[src/rtl/simple_sequencer.sv]
// simple_sequencer: fetch/operand/execute/memory control FSM for the learning 6502 core
module simple_sequencer #(
  parameter int CNT_W = 16
) (
  input  logic             clk,
  input  logic             rst,
  input  logic             halt,
  input  logic [7:0]       mem_rdata,
  input  logic             mem_ready,
  input  logic             is_load,
  input  logic             is_store,
  output logic             mem_req,
  output logic             mem_we,
  output logic             addr_sel,
  output logic             pc_inc,
  output logic [7:0]       ir,
  output logic [7:0]       opl,
  output logic [7:0]       oph,
  output logic             exec_strobe,
  output logic             data_load,
  output logic             retire,
  output logic [2:0]       state,
  output logic [CNT_W-1:0] instr_count
);
  typedef enum logic [2:0] {
    FETCH = 3'd0, OPL = 3'd1, OPH = 3'd2, EXEC = 3'd3, MEMRD = 3'd4, MEMWR = 3'd5
  } state_t;
  state_t st;
  logic pend, req, done, imm, mem_op;
  logic [1:0] op_len, len;
  always_comb begin
    len = (mem_rdata[3:2] == 2'b11 || mem_rdata == 8'h20 || (mem_rdata[3:0] == 4'h9 && mem_rdata[4])) ? 2'd2 :
          (mem_rdata[3:0] == 4'h8 || mem_rdata[3:0] == 4'hA || mem_rdata == 8'h00 ||
           mem_rdata == 8'h40 || mem_rdata == 8'h60) ? 2'd0 : 2'd1;
    imm = (ir[3:0] == 4'h9 && !ir[4]) || ir == 8'hA0 || ir == 8'hA2;
    mem_op = is_store || (is_load && !imm);
    // pend keeps a fetch request alive once issued, even if halt rises
    req = !rst && ((st == FETCH && (!halt || pend)) || st == OPL || st == OPH || st == MEMRD || st == MEMWR);
    done = req && mem_ready;
    mem_req = req;
    mem_we = !rst && st == MEMWR;
    addr_sel = !rst && (st == MEMRD || st == MEMWR);
    pc_inc = done && (st == FETCH || st == OPL || st == OPH);
    exec_strobe = !rst && st == EXEC;
    data_load = done && st == MEMRD;
    retire = (exec_strobe && !mem_op) || (done && (st == MEMRD || st == MEMWR));
  end
  assign state = st;
  always_ff @(posedge clk) begin
    if (rst) begin
      st <= FETCH;
      ir <= 8'hEA;
      opl <= '0;
      oph <= '0;
      op_len <= '0;
      pend <= 1'b0;
      instr_count <= '0;
    end else begin
      pend <= st == FETCH && req && !mem_ready;
      if (retire) instr_count <= instr_count + CNT_W'(1);
      case (st)
        FETCH: if (done) begin
          ir <= mem_rdata;
          op_len <= len;
          st <= (len == 2'd0) ? EXEC : OPL;
        end
        OPL: if (done) begin
          opl <= mem_rdata;
          st <= (op_len == 2'd2) ? OPH : EXEC;
        end
        OPH: if (done) begin
          oph <= mem_rdata;
          st <= EXEC;
        end
        EXEC: st <= is_store ? MEMWR : mem_op ? MEMRD : FETCH;
        MEMRD, MEMWR: if (done) st <= FETCH;
        default: st <= FETCH;
      endcase
    end
  end
endmodule

[config.mk]
export PLATFORM = sky130hd
export DESIGN_NAME = simple_sequencer
export DESIGN_NICKNAME = d
export VERILOG_FILES = /design/src/rtl/simple_sequencer.sv
export SDC_FILE = /design/constraint.sdc
export NUM_CORES = 1
export LEC_CHECK = 0
export ABC_AREA = 1
export CAP_MARGIN = 20
export CORE_MARGIN = 4
export CORE_UTILIZATION = 35
export DETAILED_ROUTE_END_ITERATION = 6
export PLACE_DENSITY_LB_ADDON = 0.05
export SLEW_MARGIN = 20
export SYNTH_ARGS = -nofsm -noshare
export SYNTH_HDL_FRONTEND = slang
export SYNTH_SLANG_ARGS = --single-unit
[constraint.sdc]
create_clock -name clk -period 1.6 [get_ports clk]
set_input_delay 0.24 -clock clk [delete_from_list [all_inputs] [get_ports clk]]
set_output_delay 0.24 -clock clk [all_outputs]
set_load 0.03 [all_outputs]
### After elaboration in Yosys (flattened, before gate mapping)

Index checks and enable logic that the tools add are counted.

* reduce and logical (&&, ||, !) cells: 47
* multiplexer cells: 11
* add/sub/neg operators: 1
* equal/unequal tests: 20

Operators with widths (number)
* logical OR 1 bit: 18
* two-way mux 3 bit: 6
* adder 16 x 1 -> 16 bit, second input constant: 1
* equality test 4 bit, second input constant: 4
* equality test 8 x 7 -> 1 bit, second input constant: 2
* equality test 8 bit, second input constant: 2
* logical AND 1 bit: 15
* case mux 3 bit (5 select lines): 1
* equality test 8 x 6 -> 1 bit, second input constant: 1
* zero test 8 bit: 1
* != test 2 bit, second input constant: 4
* equality test 3 x 2 -> 1 bit, second input constant: 2
* equality test 3 bit, second input constant: 2
* zero test 1 bit: 6
* AND reduction 2 bit: 3
* equality test 2 bit, second input constant: 2
* two-way mux 2 bit: 2
* AND reduction 4 bit: 1
* equality test 3 x 1 -> 1 bit, second input constant: 1
* zero test 3 bit: 1
* zero test 2 bit: 1
* two-way mux 1 bit: 2
* OR reduction 2 bit: 1

* output and inout port bits: 50
* input port bits: 14
* word-level logic and storage cells: 86
* bits in registers: 46

### Depth between registers and ports, before layout

Gate-level depths: netlist of the first run.

* depth after elaboration: 11
* gate-level depth with buffers: 11
* depth with buffers taken out: 11

### Least setup slack after synthesis of the first run

No wires, ideal clock.

* kind: flip-flop to flip-flop
* start point: register st[2], in the netlist state[2]
* end point: register st[1], in the netlist state[1]
* clock period less this slack: 1994 ps
* arrival time: 1924 ps
* cell stages (with the launch flop): 8
* library setup time: 70 ps
* buffers on the path: 1
* path slack: -394 ps
* required time: 1530 ps
* path through: dfxtp_1 -> buf_2 -> inv_2 -> nand4_1 -> nand3_2 -> nor2_1 -> o21ai_1 -> a21oi_1

* cells in the longest elaborated chain, start to end: 10
* elaborated cells on any way between the ends: 20
* classes of those cells: eq/ne: 9; mux: 1; reduce/logical: 10

Ends and longest elaborated chain
* start: declaration: RTL line 28 `state_t st;`
* start signal: assignment: RTL line 65 `st <= (len == 2'd0) ? EXEC : OPL;`
* start signal: assignment: RTL line 69 `st <= (op_len == 2'd2) ? OPH : EXEC;`
* start signal: assignment: RTL line 75 `EXEC: st <= is_store ? MEMWR : mem_op ? MEMRD : FETCH;`
* zero test 3 bit: RTL line 38, 61
* logical AND 1 bit: RTL line 38 `req = !rst && ((st == FETCH && (!halt || pend)) || st == OPL || st == OPH || st == MEMRD || st == MEMWR);`
* logical OR 1 bit (4 in a row): RTL line 38
* logical AND 1 bit: RTL line 38
* logical AND 1 bit: RTL line 39 `done = req && mem_ready;`
* != test 2 bit (no line)
* AND reduction 4 bit (no line)

Parallel ways exist; a longest one is shown, timed or not.
A chain may end at the register's enable or synchronous reset.

### Worst setup path after layout of the first run

* start point: register st[0], in the netlist state[0]
* end point: output retire

* cells in the longest elaborated chain, start to end: 10
* elaborated cells on any way between the ends: 18
* classes of those cells: eq/ne: 5; reduce/logical: 13

Ends and longest elaborated chain
* zero test 3 bit: RTL line 38
* logical AND 1 bit: RTL line 38
* logical OR 1 bit (4 in a row): RTL line 38
* logical AND 1 bit: RTL line 38
* logical AND 1 bit: RTL line 39
* logical AND 1 bit: RTL line 46 `retire = (exec_strobe && !mem_op) || (done && (st == MEMRD || st == MEMWR));`
* logical OR 1 bit (*): RTL line 46
* end: declaration: RTL line 21 `output logic retire,`

Every way passes the cells marked *; elsewhere a longest branch is shown, timed or not.

==> flow_metrics.py, run 1 <==
metrics = {
    "run_status": {
        "status": "finished with violations",
        "violations": "setup timing",
    },
    "logic_synthesis": {
        "ys_seq_area_share_pct": 39.8,
        "syn_avg_cell_area_um2": 7.01,
        "yosysUniqueCellTypes": 29,
        "ys_ff_latch": 46,
        "syn_inst": 330,
        "syn_area_um2": 2310,
        "ys_warn_count": 0,
        "synth_nets": 345,
    },
    "clocking": {
        "cts_root_buf": "clkbuf_8",
        "cts_buffers": 5,
        "cts.sinks": 46,
        "clockBufferDepth": 2,
        "postCtsHoldBufs": 0,
        "cts_max_level": 2,
        "clock_latency_ns": 0.31,
        "path_clk_slew_ns": 0.10,
        "cts_tree": "built",
    },
    "finish": {
        "area_growth_pct": 64.2,
        "nets": 450,
        "nFillCells": 629,
        "antenna_cells": 0,
        "final_cell_area_um2": 3800,
        "drive_gt1_share_pct": 29.8,
    },
    "floorplan": {
        "coreArea_um2": 6390,
        "rows": 29,
        "io_pins": 64,
        "die_area_um2": 7980,
        "initial_core_util_pct": 36.2,
        "die_x_um": 89.3,
        "die_y_um": 89.3,
    },
    "critical_path": {
        "crit_chain": "inv_4 > nand3_4 > a21oi_4 > buf_6 > nand4_4 > nand2_4 > buf_6",
        "reg2regPathDepth": 9,
        "crit_path_end_kind": "primary output",
        "rrSetupSlack_ns": -0.10,
        "crit-reg2reg-launch": "state[0]$_SDFFE_PP0P_",
        "critPathMaxStageDelay_ns": 0.37,
        "worst_path_max_delay_cell": "dfxtp_4",
        "startpoint_type": "flip-flop",
        "path_max_fanout": 4,
        "crit_path_frequent_cell": "buf_6",
        "timing.rr.end": "opl[0]$_SDFFE_PP0P_",
        "arrival_ns": 1.54,
        "worstPathRequired_ns": 1.36,
        "critPathKind": "flip-flop to primary output",
    },
    "power": {
        "power_frac_seq_pct": 49.1,
        "p_int_w": 0.00169,
        "powerDensity_nw_per_um2": 643,
        "combPwrFrac_pct": 19.4,
        "swShare_pct": 30.8,
        "cellLeakagePower_nw": 1.94,
        "power_switching_w": 0.000752,
        "power.share.clock_pct": 31.5,
        "irDropWorstVdd_v": 0.000366,
    },
    "timing": {
        "fin_crit_sh_pct": 112,
        "worst_slack_ns": -0.185,
        "fin_crit_ns": 1.78,
        "relSlewSlack_pct": 71.6,
        "max_freq_mhz": 560,
        "skew_ns": 0.0107,
        "setup_viol": 32,
        "tightestPinTransition_ns": 0.426,
        "finalMaxSlewViolations": 0,
        "rsz0062_at_grt": "true",
        "timing.hold.ws_ns": 0.464,
        "hold_viol_final": 0,
    },
    "flow_run": {
        "drv_cap": 0,
    },
    "placement": {
        "gp_congestion": 0.850,
        "placed_area_um2": 3260,
        "io_buffer_count": 63,
        "hpwlAfterDp_um": 5150,
    },
    "drt": {
        "ant_nets": 0,
        "drt-total-wl_um": 7280,
        "avgRoutedWirePerCell_um": 14.2,
        "vias": 2580,
        "drc": 0,
        "dr.pass1.iters": 4,
        "drt_iter0_drc": 72,
        "routed_via_density": 5.03,
    },
    "global_route": {
        "grt_pass1_wl_um": 11400,
        "grt_max_degree": 27,
        "grt_antenna_before_repair": 0,
        "grt_pass1_vias": 2435,
        "grt_overflow": 0,
        "track_usage_pct": 18.1,
    },
    "hold_path": {
        "holdPathEnd": "oph[6]$_SDFFE_PP0P_",
        "hold_path.class": "flip-flop to flip-flop",
        "holdPathStages": 2,
        "min_from": "oph[6]$_SDFFE_PP0P_",
    },
}
## how the worst max path moves through the flow
| stage | startpoint | end | slack, ns | cells after the start |
|---|---|---|---|---|
| finish | state[0]$_SDFFE_PP0P_ | retire | -0.18 | 7 |
| detailed placement | rst | opl[4]$_SDFFE_PP0P_ | -0.22 | 7 |
| global placement | rst | instr_count[0]$_SDFFE_PP0P_ | -0.20 | 7 |
| CTS | state[1]$_SDFFE_PP0P_ | retire | -0.17 | 5 |
| global route | state[0]$_SDFFE_PP0P_ | retire | -0.24 | 7 |
| floorplan | state[1]$_SDFFE_PP0P_ | retire | -0.19 | 5 |
## what timing repair did
action / in CTS / in global routing
setup buffers: 4 / 10
pin swaps: 7 / 10
cloned: 0 / 1
gates resized for setup: 37 / 93
setup endpoints to repair: 25 / 67
## layout by cell type (no fill, tap or decap), drive strengths merged, types with 9 or more instances in the layout
cell and count:
nand4 13, buf 53, nand2 69, o21ai 21, nand3 28, clkdlybuf4s50 17, nor2 44, xor2 9
dlygate4sd2 19, inv 35, a21oi 37, dlymetal6s2s 20, dfxtp 46
## final cells by class
| class | instances | area (um^2) | share of cell area (%) |
|---|---|---|---|
| Clock buffer | 5 | 68.8 | 1.81 |
| Inverter | 35 | 146 | 3.85 |
| Multi-Input combinational cell | 238 | 1460 | 38.3 |
| Sequential cell | 46 | 930 | 24.5 |
| Tap cell | 77 | 96.3 | 2.54 |
| Clock inverter | 3 | 25.0 | 0.659 |
| Timing Repair Buffer | 109 | 1080 | 28.4 |
## power by group through the flow
stage	Clock (W)	Combinational (W)	Sequential, W
2_1_floorplan	0	0.000163	0.00127
4_1_cts	0.000789	0.000433	0.00120
5_1_grt	0.000841	0.000511	0.00120
3_3_place_gp	0	0.000402	0.00122
3_5_place_dp	0	0.000404	0.00122
6_report	0.000770	0.000474	0.00120
## metal layers
layer  track usage, %  vias to the layer above  part of all wire [%]  wire, um
met5                0                        -                     0         0
met4             5.55                        0                   1.6       116
met3             3.78                        8                   4.3       310
met2             31.7                       52                    52      3750
met1             22.3                     1215                    43      3100
li1                 -                     1305                     -         -
## cells by family after synthesis
family | after synthesis | synth area share [%]
DFF | 46 | 39.8
adders and majority gates | 1 | 0.540
and+or+nand+nor | 164 | 33.2
xor gates and xnor gates | 12 | 4.54
buffers and inverters | 47 | 8.38
AOI/OAI and AO/OA | 60 | 13.6
## synth_stat cells
cell | instances | area, um^2
a21oi_1 | 36 | 180
a21oi_4 | 1 | 16.3
a31oi_1 | 1 | 6.26
buf_2 | 2 | 10.0
buf_4 | 2 | 15.0
buf_6 | 1 | 11.3
clkbuf_1 | 7 | 26.3
dfxtp_1 | 46 | 921
ha_1 | 1 | 12.5
inv_1 | 29 | 109
inv_2 | 6 | 22.5
nand2_1 | 68 | 255
nand2_2 | 1 | 6.26
nand3_1 | 24 | 120
nand3_2 | 4 | 40.0
nand3b_1 | 1 | 7.51
nand4_1 | 11 | 68.8
nand4_2 | 1 | 12.5
nand4_4 | 1 | 21.3
nor2_1 | 42 | 158
nor2_4 | 1 | 11.3
nor3_1 | 8 | 40.0
nor4_1 | 1 | 6.26
nor4_4 | 1 | 21.3
o21ai_0 | 20 | 100
o21ai_1 | 1 | 5.00
o22ai_1 | 1 | 6.26
xnor2_1 | 3 | 26.3
xor2_1 | 9 | 78.8
## critical path, delay by kind of cell (launching register included)
family	cells	cell delay, ns
compound gates	1	0.26
flops	1	0.37
simple gates	3	0.27
buf+inv	3	0.34
## stage by stage
step	power [W]	setup WS, ns	TNS [ns]	utilization (%)	instances
after floorplan	0.00144	-0.192	-2.14	-	330
after global placement	0.00163	-0.204	-6.84	51.0	491
after detailed placement	0.00163	-0.220	-7.62	51.0	491
after CTS	0.00242	-0.169	-0.632	53.8	503
after global routing	0.00256	-0.243	-5.90	59.5	513
final	0.00244	-0.185	-2.15	59.5	513
## flip-flops by register name, summed over array words and instances (netlist names)
name,cells
instr_count,16
ir,8
op_len,2
oph,8
opl,8
pend,1
state,3
Note: power is estimated with default switching activity, not from simulation.
==> run 2: changes to the inputs <==
SLEW_MARGIN = 40   (was 20)
==> results of run 2 <==
The final DEF is identical to that of run 1; final timing and power are the same.
